`src/rtl/mtimer_pkg.sv`:
```
// Shared definitions for the memory-mapped machine timer: register offsets,
// CTRL bit positions, prescaler state encoding and a byte-merge helper.
package mtimer_pkg;

    localparam logic [4:0] MTIMER_MTIME_LO    = 5'h00;
    localparam logic [4:0] MTIMER_MTIME_HI    = 5'h04;
    localparam logic [4:0] MTIMER_MTIMECMP_LO = 5'h08;
    localparam logic [4:0] MTIMER_MTIMECMP_HI = 5'h0C;
    localparam logic [4:0] MTIMER_CTRL        = 5'h10;
    localparam logic [4:0] MTIMER_PRESCALE    = 5'h14;

    localparam int unsigned CTRL_EN = 0;
    localparam int unsigned CTRL_IE = 1;

    typedef enum logic {
        PS_IDLE,
        PS_COUNT
    } ps_state_e;

    // Replace each byte of old_val whose enable is set with the matching byte of wdata.
    function automatic logic [31:0] merge_bytes(input logic [31:0] old_val,
                                                input logic [31:0] wdata,
                                                input logic [3:0]  be);
        logic [31:0] res;
        res = old_val;
        for (int i = 0; i < 4; i++) begin
            if (be[i]) begin
                res[8*i +: 8] = wdata[8*i +: 8];
            end
        end
        return res;
    endfunction

endpackage

```
`src/rtl/mtimer_prescaler.sv`:
```
// Prescaler for the machine timer: divides the clock by (prescale_i + 1) while
// counting is enabled and emits a single-cycle tick at the end of each period.
module mtimer_prescaler
    import mtimer_pkg::*;
#(
    parameter int unsigned PRESCALE_W = 16
) (
    input  logic                  clk,
    input  logic                  reset,
    // EN value that takes effect at the coming edge, so state_q tracks CTRL.EN exactly
    input  logic                  en_i,
    input  logic [PRESCALE_W-1:0] prescale_i,
    input  logic                  clr_i,
    output logic                  tick_o
);

    ps_state_e             state_q, state_d;
    logic [PRESCALE_W-1:0] pcnt_q, pcnt_d;

    always_comb begin
        state_d = state_q;
        pcnt_d  = pcnt_q;
        tick_o  = 1'b0;
        unique case (state_q)
            PS_IDLE: begin
                pcnt_d = '0;
                if (en_i) begin
                    state_d = PS_COUNT;
                end
            end
            PS_COUNT: begin
                if (pcnt_q == prescale_i) begin
                    tick_o = 1'b1;
                    pcnt_d = '0;
                end else begin
                    pcnt_d = pcnt_q + PRESCALE_W'(1);
                end
                if (!en_i) begin
                    state_d = PS_IDLE;
                    pcnt_d  = '0;
                end
            end
            default: begin
                state_d = PS_IDLE;
                pcnt_d  = '0;
            end
        endcase
        // A new period length restarts the count from zero.
        if (clr_i) begin
            pcnt_d = '0;
        end
    end

    always_ff @(posedge clk or negedge reset) begin
        if (!reset) begin
            state_q <= PS_IDLE;
            pcnt_q  <= '0;
        end else begin
            state_q <= state_d;
            pcnt_q  <= pcnt_d;
        end
    end

endmodule

```
`src/rtl/mtimer.sv`:
```
// Memory-mapped machine timer: 64-bit mtime/mtimecmp, prescaled counting and a
// registered level interrupt while mtime >= mtimecmp with IE set.
module mtimer
    import mtimer_pkg::*;
#(
    parameter int unsigned PRESCALE_W   = 16,
    parameter logic [63:0] MTIMECMP_RST = 64'hFFFF_FFFF_FFFF_FFFF
) (
    input  logic        clk,
    input  logic        reset,
    input  logic        cs,
    input  logic        rd,
    input  logic [4:0]  addr,
    input  logic [31:0] data_wr,
    input  logic [3:0]  mask,
    output logic [31:0] data_rd,
    output logic        valid,
    output logic        timer_intr
);

    logic [63:0]           mtime_q, mtime_d;
    logic [63:0]           mtimecmp_q, mtimecmp_d;
    logic [1:0]            ctrl_q, ctrl_d;
    logic [PRESCALE_W-1:0] prescale_q, prescale_d;
    logic [31:0]           hi_shadow_q, hi_shadow_d;
    logic                  timer_intr_q, timer_intr_d;

    logic [4:0] word_addr;
    logic       wr_en, rd_en;
    logic       wr_mtime_lo, wr_mtime_hi, wr_cmp_lo, wr_cmp_hi, wr_ctrl, wr_prescale;
    logic       rd_mtime_lo;
    logic       tick;
    logic       unused_addr_bits;

    assign unused_addr_bits = ^addr[1:0];
    assign word_addr        = {addr[4:2], 2'b00};
    assign wr_en            = cs & ~rd;
    assign rd_en            = cs & rd;

    assign wr_mtime_lo = wr_en && (word_addr == MTIMER_MTIME_LO);
    assign wr_mtime_hi = wr_en && (word_addr == MTIMER_MTIME_HI);
    assign wr_cmp_lo   = wr_en && (word_addr == MTIMER_MTIMECMP_LO);
    assign wr_cmp_hi   = wr_en && (word_addr == MTIMER_MTIMECMP_HI);
    assign wr_ctrl     = wr_en && (word_addr == MTIMER_CTRL);
    assign wr_prescale = wr_en && (word_addr == MTIMER_PRESCALE);
    assign rd_mtime_lo = rd_en && (word_addr == MTIMER_MTIME_LO);

    mtimer_prescaler #(
        .PRESCALE_W(PRESCALE_W)
    ) u_prescaler (
        .clk       (clk),
        .reset     (reset),
        .en_i      (ctrl_d[CTRL_EN]),
        .prescale_i(prescale_q),
        .clr_i     (wr_prescale),
        .tick_o    (tick)
    );

    always_comb begin
        mtime_d      = mtime_q;
        mtimecmp_d   = mtimecmp_q;
        ctrl_d       = ctrl_q;
        prescale_d   = prescale_q;
        hi_shadow_d  = hi_shadow_q;
        timer_intr_d = ctrl_q[CTRL_IE] & (mtime_q >= mtimecmp_q);

        // A software write to either half of mtime overrides the tick for all 64 bits.
        if (wr_mtime_lo || wr_mtime_hi) begin
            if (wr_mtime_lo) begin
                mtime_d[31:0] = merge_bytes(mtime_q[31:0], data_wr, mask);
            end
            if (wr_mtime_hi) begin
                mtime_d[63:32] = merge_bytes(mtime_q[63:32], data_wr, mask);
            end
        end else if (tick) begin
            mtime_d = mtime_q + 64'd1;
        end

        if (wr_cmp_lo) begin
            mtimecmp_d[31:0] = merge_bytes(mtimecmp_q[31:0], data_wr, mask);
        end
        if (wr_cmp_hi) begin
            mtimecmp_d[63:32] = merge_bytes(mtimecmp_q[63:32], data_wr, mask);
        end

        if (wr_ctrl && mask[0]) begin
            ctrl_d[CTRL_EN] = data_wr[CTRL_EN];
            ctrl_d[CTRL_IE] = data_wr[CTRL_IE];
        end

        if (wr_prescale) begin
            for (int i = 0; i < int'(PRESCALE_W); i++) begin
                if (mask[i/8]) begin
                    prescale_d[i] = data_wr[i];
                end
            end
        end

        // Latch the high word on a low-word read so a LO-then-HI pair is coherent.
        if (rd_mtime_lo) begin
            hi_shadow_d = mtime_q[63:32];
        end
    end

    always_comb begin
        data_rd = '0;
        if (cs) begin
            unique case (word_addr)
                MTIMER_MTIME_LO:    data_rd = mtime_q[31:0];
                MTIMER_MTIME_HI:    data_rd = hi_shadow_q;
                MTIMER_MTIMECMP_LO: data_rd = mtimecmp_q[31:0];
                MTIMER_MTIMECMP_HI: data_rd = mtimecmp_q[63:32];
                MTIMER_CTRL:        data_rd = {30'd0, ctrl_q};
                MTIMER_PRESCALE:    data_rd[PRESCALE_W-1:0] = prescale_q;
                default:            data_rd = '0;
            endcase
        end
    end

    assign valid      = cs;
    assign timer_intr = timer_intr_q;

    always_ff @(posedge clk or negedge reset) begin
        if (!reset) begin
            mtime_q      <= '0;
            mtimecmp_q   <= MTIMECMP_RST;
            ctrl_q       <= '0;
            prescale_q   <= '0;
            hi_shadow_q  <= '0;
            timer_intr_q <= 1'b0;
        end else begin
            mtime_q      <= mtime_d;
            mtimecmp_q   <= mtimecmp_d;
            ctrl_q       <= ctrl_d;
            prescale_q   <= prescale_d;
            hi_shadow_q  <= hi_shadow_d;
            timer_intr_q <= timer_intr_d;
        end
    end

endmodule

```
`config.mk`:
```
export PLATFORM = sky130hd
export DESIGN_NAME = mtimer
export DESIGN_NICKNAME = d
export VERILOG_FILES = /design/src/rtl/mtimer_pkg.sv /design/src/rtl/mtimer_prescaler.sv /design/src/rtl/mtimer.sv
export SDC_FILE = /design/constraint.sdc
export NUM_CORES = 1
export LEC_CHECK = 0
export CAP_MARGIN = 10
export CORE_MARGIN = 1.5
export CORE_UTILIZATION = 45
export DETAILED_ROUTE_END_ITERATION = 6
export GPL_ROUTABILITY_DRIVEN = 0
export PLACE_DENSITY = 0.64
export SKIP_CTS_REPAIR_TIMING = 1
export SKIP_LAST_GASP = 1
export SLEW_MARGIN = 20
export SYNTH_ARGS = -nofsm -noshare
export SYNTH_HDL_FRONTEND = slang
export SYNTH_SLANG_ARGS = --single-unit
export TNS_END_PERCENT = 10
```
`constraint.sdc`:
```
create_clock -name clk -period 2.6 [get_ports clk]
set_clock_uncertainty 0.15 [all_clocks]
set_input_delay 0.39 -clock clk [delete_from_list [all_inputs] [get_ports clk]]
set_output_delay 0.39 -clock clk [all_outputs]
set_load 0.03 [all_outputs]
```
==> results of run 1 <==
[power breakdown]
part / switching, W / internal (W)
Clock: 0.00133 / 0.00160
Combinational: 0.00121 / 0.000967
Sequential: 0.000394 / 0.00368
Total: 0.00294 / 0.00624
[flip-flops by register name, indices dropped and copies added (netlist names)]
register / cells
mtime_q: 64
mtimecmp_q: 64
hi_shadow_q: 32
prescale_q: 16
u_prescaler.pcnt_q: 16
ctrl_q: 2
timer_intr: 1
[worst max-delay path, cell delays in order (launching register included)]
cell      delay [ns]
dfstp_2         0.53
inv_1           0.06
ha_1            0.29
a21o_1          0.16
a221o_1         0.33
a221oi_2        0.36
o21ai_1         0.21
o21ai_1         0.17
nand3_1         0.15
[cell usage in the layout (no fill, tap or decap), types with 26 or more instances in the layout]
| cell | count |
|---|---|
| o22a_1 | 30 |
| a21oi_1 | 102 |
| inv_1 | 74 |
| dfrtp_1 | 131 |
| dfstp_2 | 64 |
| a22oi_1 | 56 |
| nor2_1 | 99 |
| xor2_1 | 26 |
| o21ai_0 | 101 |
| ha_1 | 66 |
| buf_4 | 166 |
| mux2_2 | 46 |
| clkdlybuf4s50_1 | 40 |
| nand2_1 | 132 |
| nand3_1 | 51 |
[logic make-up (layout without fill, tap and decap cells)]
family | after synthesis | in the layout | share of synthesized area (%)
mux | 60 | 60 | 5.964
flops | 195 | 195 | 41.70
buf+inv | 148 | 338 | 4.849
simple gates | 396 | 396 | 16.14
compound gates | 421 | 421 | 22.20
xor+xnor | 30 | 30 | 2.209
fa+ha+maj | 66 | 66 | 6.942
[through the flow]
stage	util (%)	total power [W]	setup TNS [ns]	hold WS, ns
after detailed placement	54.38	0.006247	-3.672	0.1661
after CTS	56.89	0.009191	-1.777	-0.3161
final	57.08	0.009179	0	0.2488
after global routing	57.08	0.009675	-0.01001	0.2672
after global placement	54.38	0.006163	-2.768	0.1675
after floorplan	-	0.005245	-0.05420	-0.05559
[worst min-delay path by stage]
stage	startpoint	endpoint	slack [ns]	depth (start not counted)
final	reset	u_prescaler.pcnt_q[14]	0.25	2
after global routing	reset	u_prescaler.pcnt_q[14]	0.27	2
after CTS	reset	u_prescaler.pcnt_q[14]	-0.32	1
after detailed placement	reset	u_prescaler.pcnt_q[14]	0.17	1
after global placement	reset	u_prescaler.pcnt_q[14]	0.17	1
after floorplan	reset	ctrl_q[0]	-0.06	0
[per-layer routing]
metal	share of wire (%)	global-route usage (%)	vias to the layer above
li1	-	-	5183
met4	2.9	9.781	2
met3	5.7	4.595	77
met1	44	39.54	5458
met2	47	47.95	382
met5	0.031	0	-
[area by class of cell]
cell class / instances / area share [%]
Multi-Input combinational cell: 973 / 43.37
Timing Repair Buffer: 232 / 14.11
Clock inverter: 14 / 1.426
Clock buffer: 18 / 2.961
Tap cell: 335 / 2.826
Inverter: 74 / 1.873
Sequential cell: 195 / 33.44
==> results.md, run 1 <==
* Synth Cell Area at about 12,000 µm²
* CP Launch Type: flip-flop
* Unrepaired setup endpoints after global routing: yes
* WP data required at between 2 and 3 ns
* DRC at 0
* Crit path to: timer_intr
* Yosys top cell by area: dfrtp_1
* H-tree depth at 4
* Pin count of the biggest net entering global routing at 103
* Synth cell types at a little under 70
* Worst setup margin at around 0.034 ns
* Critical Path End Type: flip-flop
* EDFF count, synth at 0
* YS warnings at 0
* WS Path Type: flip-flop to flip-flop
* Ys async rst share at 100.0%
* CP max FO at 2
* Number of placement rows at 59
* FF+latch area at around 5000 µm²
* Hpwl dp at about 29 mm
* Top_reg_cell synth: dfrtp_1
* Final hold violation count at 0
* Fillers at approximately 2,300
* Antenna violations before repair at 1
* Finished Cell Area at between 10,000 and 15,000 µm²
* Multi-input gate area at about 6400 µm²
* CTS Sinks at around 200
* Critical Path AT at 2.71 ns
* Tmin final at between 2 and 3 ns
* Min-delay worst type: input port to asynchronous set/reset pin
* PwrDens at ~620 nW/µm²
* Rel. slew slack at about two thirds
* First-pass GRT wire length at roughly 60 mm
* Core Area at around 26,000 µm²
* Number of detailed-route iterations in the first pass at 7
* Layout cells sized above 1 at between 20% and 30%
* Maximum vdd drop at roughly 0.39 mV
* CTS clk-pin slew, worst paths at around 0.08 ns
* Final slew viol count at 0
* Leak at between 6 and 7 nW
* Die Wd at approximately 170 µm
* Ant. Diodes at 0
* Later-pin clock latency in the skew report at around 0.45 ns
* Layout area overhead at 24.70%
* Dpl ws at -0.2241 ns
* DR WL/cell at 21.18 µm
* PortBufs at 76
* Outcome: complete, no violations
* Area of the die at around 27,000 µm²
* DRT iter0 DRCs at 1,031
* Via density at 6.030
* Top cell type's share of synthesized area at roughly 28%
* Area after DPL at between 10,000 and 15,000 µm²
* Register bit total from synthesis at 195
* Nets at between 1,500 and 2,000
* Overall Global Routing Usage at roughly 30%
* Antenna Violating Nets Remaining at 0
* Final WL at 38.99 mm
* Clock Tree Root: clkbuf_16
* Number of global-route vias before repair at 10,840
* CP startpoint: mtimecmp_q[25]
* TritonCTS clock tree: built
* Vert. Die Dim at 165.6 µm
* Final period util at between 90 and 100%
* Reg2Reg Depth at 8
* Starting Density at between 40% and 50%
* Commonest cells in the synthesized netlist: nand2_1, dfrtp_1, a21oi_1
* Count leader, synth: nand2_1
* Final instance count without filler cells at about 1,800
* # IOs at a little under 80
* Worst Tran Pin Value at between 0.5 and 0.6 ns
* Maxcap violations at 0
* # setup viols final at 0
* Clock Path Buffers at 2
* Mapped Nets at about 1,400
* Dpl cells at around 1,800
* Grt ovf at 0
* FF-to-FF setup slack at about 0.034 ns
* Worst r2r dst: timer_intr
* Synth Area per Inst at 9.039 µm²
* Vias at around 11,000
* Largest cells by area after synthesis: dfrtp_1, dfstp_2, ha_1
* Sequential share of the synthesized area at a little over two fifths
* TritonCTS Buffers at 17
* Max Fclk at approximately 400 MHz
* R2r startpoint: mtimecmp_q[25]
* Cells after synthesis at approximately 1,300
Note: power is estimated with default switching activity, not from simulation.
==> run 2: changes to the inputs <==
--- a/config.mk
+++ b/config.mk
@@ -6,6 +6,7 @@
 export NUM_CORES = 1
 export LEC_CHECK = 0
 export CAP_MARGIN = 10
+export CORE_ASPECT_RATIO = 0.75
 export CORE_MARGIN = 1.5
 export CORE_UTILIZATION = 45
 export DETAILED_ROUTE_END_ITERATION = 6
==> run 2 against run 1 <==
The run now ends with negative setup slack left. Worst setup slack worse by 0.036 ns. Worst hold slack better by 0.086 ns. Cell area is 0.25% lower. Power is 0.30% lower. First-iteration DRC count is 12% higher. Cell count hardly changed. Critical endpoint unchanged. Largest power group unchanged.
==> results.md, run 2 (synthesis gave the netlist of run 1 again) <==
* Outcome: complete, but fails checks
* Failing checks: negative setup slack
* Critical Path AT at 2.83 ns (+0.12 ns)
* Min-delay worst type: input port to asynchronous set/reset pin
* WP data required at 2.83 ns (+0.09 ns)
* Fin Setup TNS at -0.001633 ns (-0.001633 ns)
* Multi-input gate area at 6442 µm² (+0.16%)
* PwrDens at 618.5 nW/µm² (about the same)
* Overall Global Routing Usage at 29.65% (+0.33 points)
* Final hold violation count at 0 (unchanged)
* WS Path Type: flip-flop to flip-flop
* Antenna violations before repair at 2 (+1)
* Layout cells sized above 1 at 23.85% (-0.32 points)
* FF+latch area at 4960 µm² (unchanged)
* Max Fclk at 384.4 MHz (-1.4%)
* TritonCTS clock tree: built
* Number of placement rows at 51 (-14%)
* First-pass GRT wire length at 61.31 mm (+1.2%)
* Dpl cells at 1,806 (-0.11%)
* DRT iter0 DRCs at 1,151 (+12%)
* Maxcap violations at 0 (unchanged)
* CP Launch Type: flip-flop
* Number of detailed-route iterations in the first pass at 6 (-1)
* Antenna Violating Nets Remaining at 0 (unchanged)
* TritonCTS Buffers at 17 (unchanged)
* Vias at 11,220 (+1.1%)
* Tmin final at 2.602 ns (+0.03574 ns)
* Pin count of the biggest net entering global routing at 109 (+5.8%)
* Worst stage delay on the critical path at 0.54 ns (about the same)
* Core Area at 25,970 µm² (about the same)
* Final slew viol count at 0 (unchanged)
* Clock Path Buffers at 2 (unchanged)
* Total chip power at 0.009151 W (-0.30%)
* DRC at 0 (unchanged)
* Later-pin clock latency in the skew report at 0.46 ns (about the same)
* Grt ovf at 0 (unchanged)
* Number of global-route vias before repair at 10,640 (-1.9%)
* DR WL/cell at 21.63 µm (+2.1%)
* Finished Cell Area at 14,800 µm² (-0.25%)
* Via density at 6.093 (+1.0%)
* Worst Tran Pin Value at 0.6022 ns (+0.08308 ns)
* Area after DPL at 14,070 µm² (-0.42%)
* Starting Density at 45.80% (about the same)
* Hpwl dp at 29.65 mm (+2.1%)
* Vert. Die Dim at 143.8 µm (-13%)
* Most frequent cells in the layout: buf_4, nand2_1, dfrtp_1
* Buffer and inverter count on the worst path at 1 (unchanged)
* Maximum vdd drop at 0.4762 mV (+22%)
* Clock Tree Root: clkbuf_16
* Fillers at 2,285 (-2.0%)
* Cell chain of the critical path: inv_1 > ha_1 > and4_1 > nand4_1 > nand3b_1 > a31oi_2 > o21ai_1 > nand3_1
* H-tree depth at 4 (unchanged)
* CP max FO at 2 (unchanged)
* Top flop regs: mtime_q x64, mtimecmp_q x64, hi_shadow_q x32
* Top cell family by delay on the critical path: simple AND/OR/NAND/NOR gates
* Worst path slowest cell: dfstp_2
* Nets at 1,595 (-0.56%)
* CTS clk-pin slew, worst paths at 0.08 ns (about the same)
* PortBufs at 76 (unchanged)
* Critical Path End Type: flip-flop
* Worst setup margin at -0.001633 ns (-0.03574 ns)
* # setup viols final at 1 (+1)
* Leak at 6.673 nW (-0.83%)
* # IOs at 79 (unchanged)
* Layout area overhead at 24.38%
* Die Wd at 190.7 µm (+15%)
* Final instance count without filler cells at 1,842 (+0.054%)
* Commonest non-fill, non-tap cell in the layout: buf_4
* Rel. slew slack at 59.86% (-5.2 points)
* Final period util at 100.1% (+1.4 points)
* Worst Hold Margin at 0.3351 ns (+0.08635 ns)
* CTS Sinks at 195 (unchanged)
* Final WL at 39.84 mm (+2.2%)
* Area of the die at 27,430 µm² (about the same)
* Unrepaired setup endpoints after global routing: yes
run 2: area by class of cell:
cell class,instances,area share [%]
well taps,344,2.909
repair buffers,223,13.87
flip-flops and latches,195,33.52
diodes,1,0.01691
multi-input cells,973,43.54
inverters,74,1.877
clock buffers,18,2.968
clock inverters,14,1.294
run 2: power by group:
part	switching (W)	internal (W)	total, W
logic	0.00123	0.000952	0.00218
registers	0.000388	0.00368	0.00407
clock network	0.00132	0.00158	0.00290
total	0.00294	0.00621	0.00915
run 2: final timing paths:
kind	slack [ns]	to	cells past startpoint	start
worst max register to register	-0.002	timer_intr	8	mtimecmp_q[31]
worst min register to register	0.34	hi_shadow_q[26]	1	hi_shadow_q[26]
worst min-delay path	0.34	prescale_q[12]	2	reset
max in group asynchronous	1.16	mtimecmp_q[48]	3	reset
min in group clk	0.34	hi_shadow_q[26]	1	hi_shadow_q[26]
worst max-delay path	-0.002	timer_intr	8	mtimecmp_q[31]
run 2: stage by stage:
stage	utilization, %	worst slack (ns)
6_report	56.97	-0.001633
5_1_grt	56.96	-0.09063
4_1_cts	56.61	-0.1787
3_5_place_dp	54.18	-0.1655
3_3_place_gp	54.18	-0.2187
2_1_floorplan	-	-0.006022
run 2: metal layers:
layer / vias to the layer above / wire, µm / part of all wire [%] / track usage (%)
li1: 5159 / - / - / -
met1: 5508 / 18670 / 47 / 44.36
met2: 515 / 17010 / 43 / 42.99
met3: 41 / 3571 / 9.0 / 6.154
met4: 0 / 587 / 1.5 / 8.040
met5: - / 0 / 0 / 0
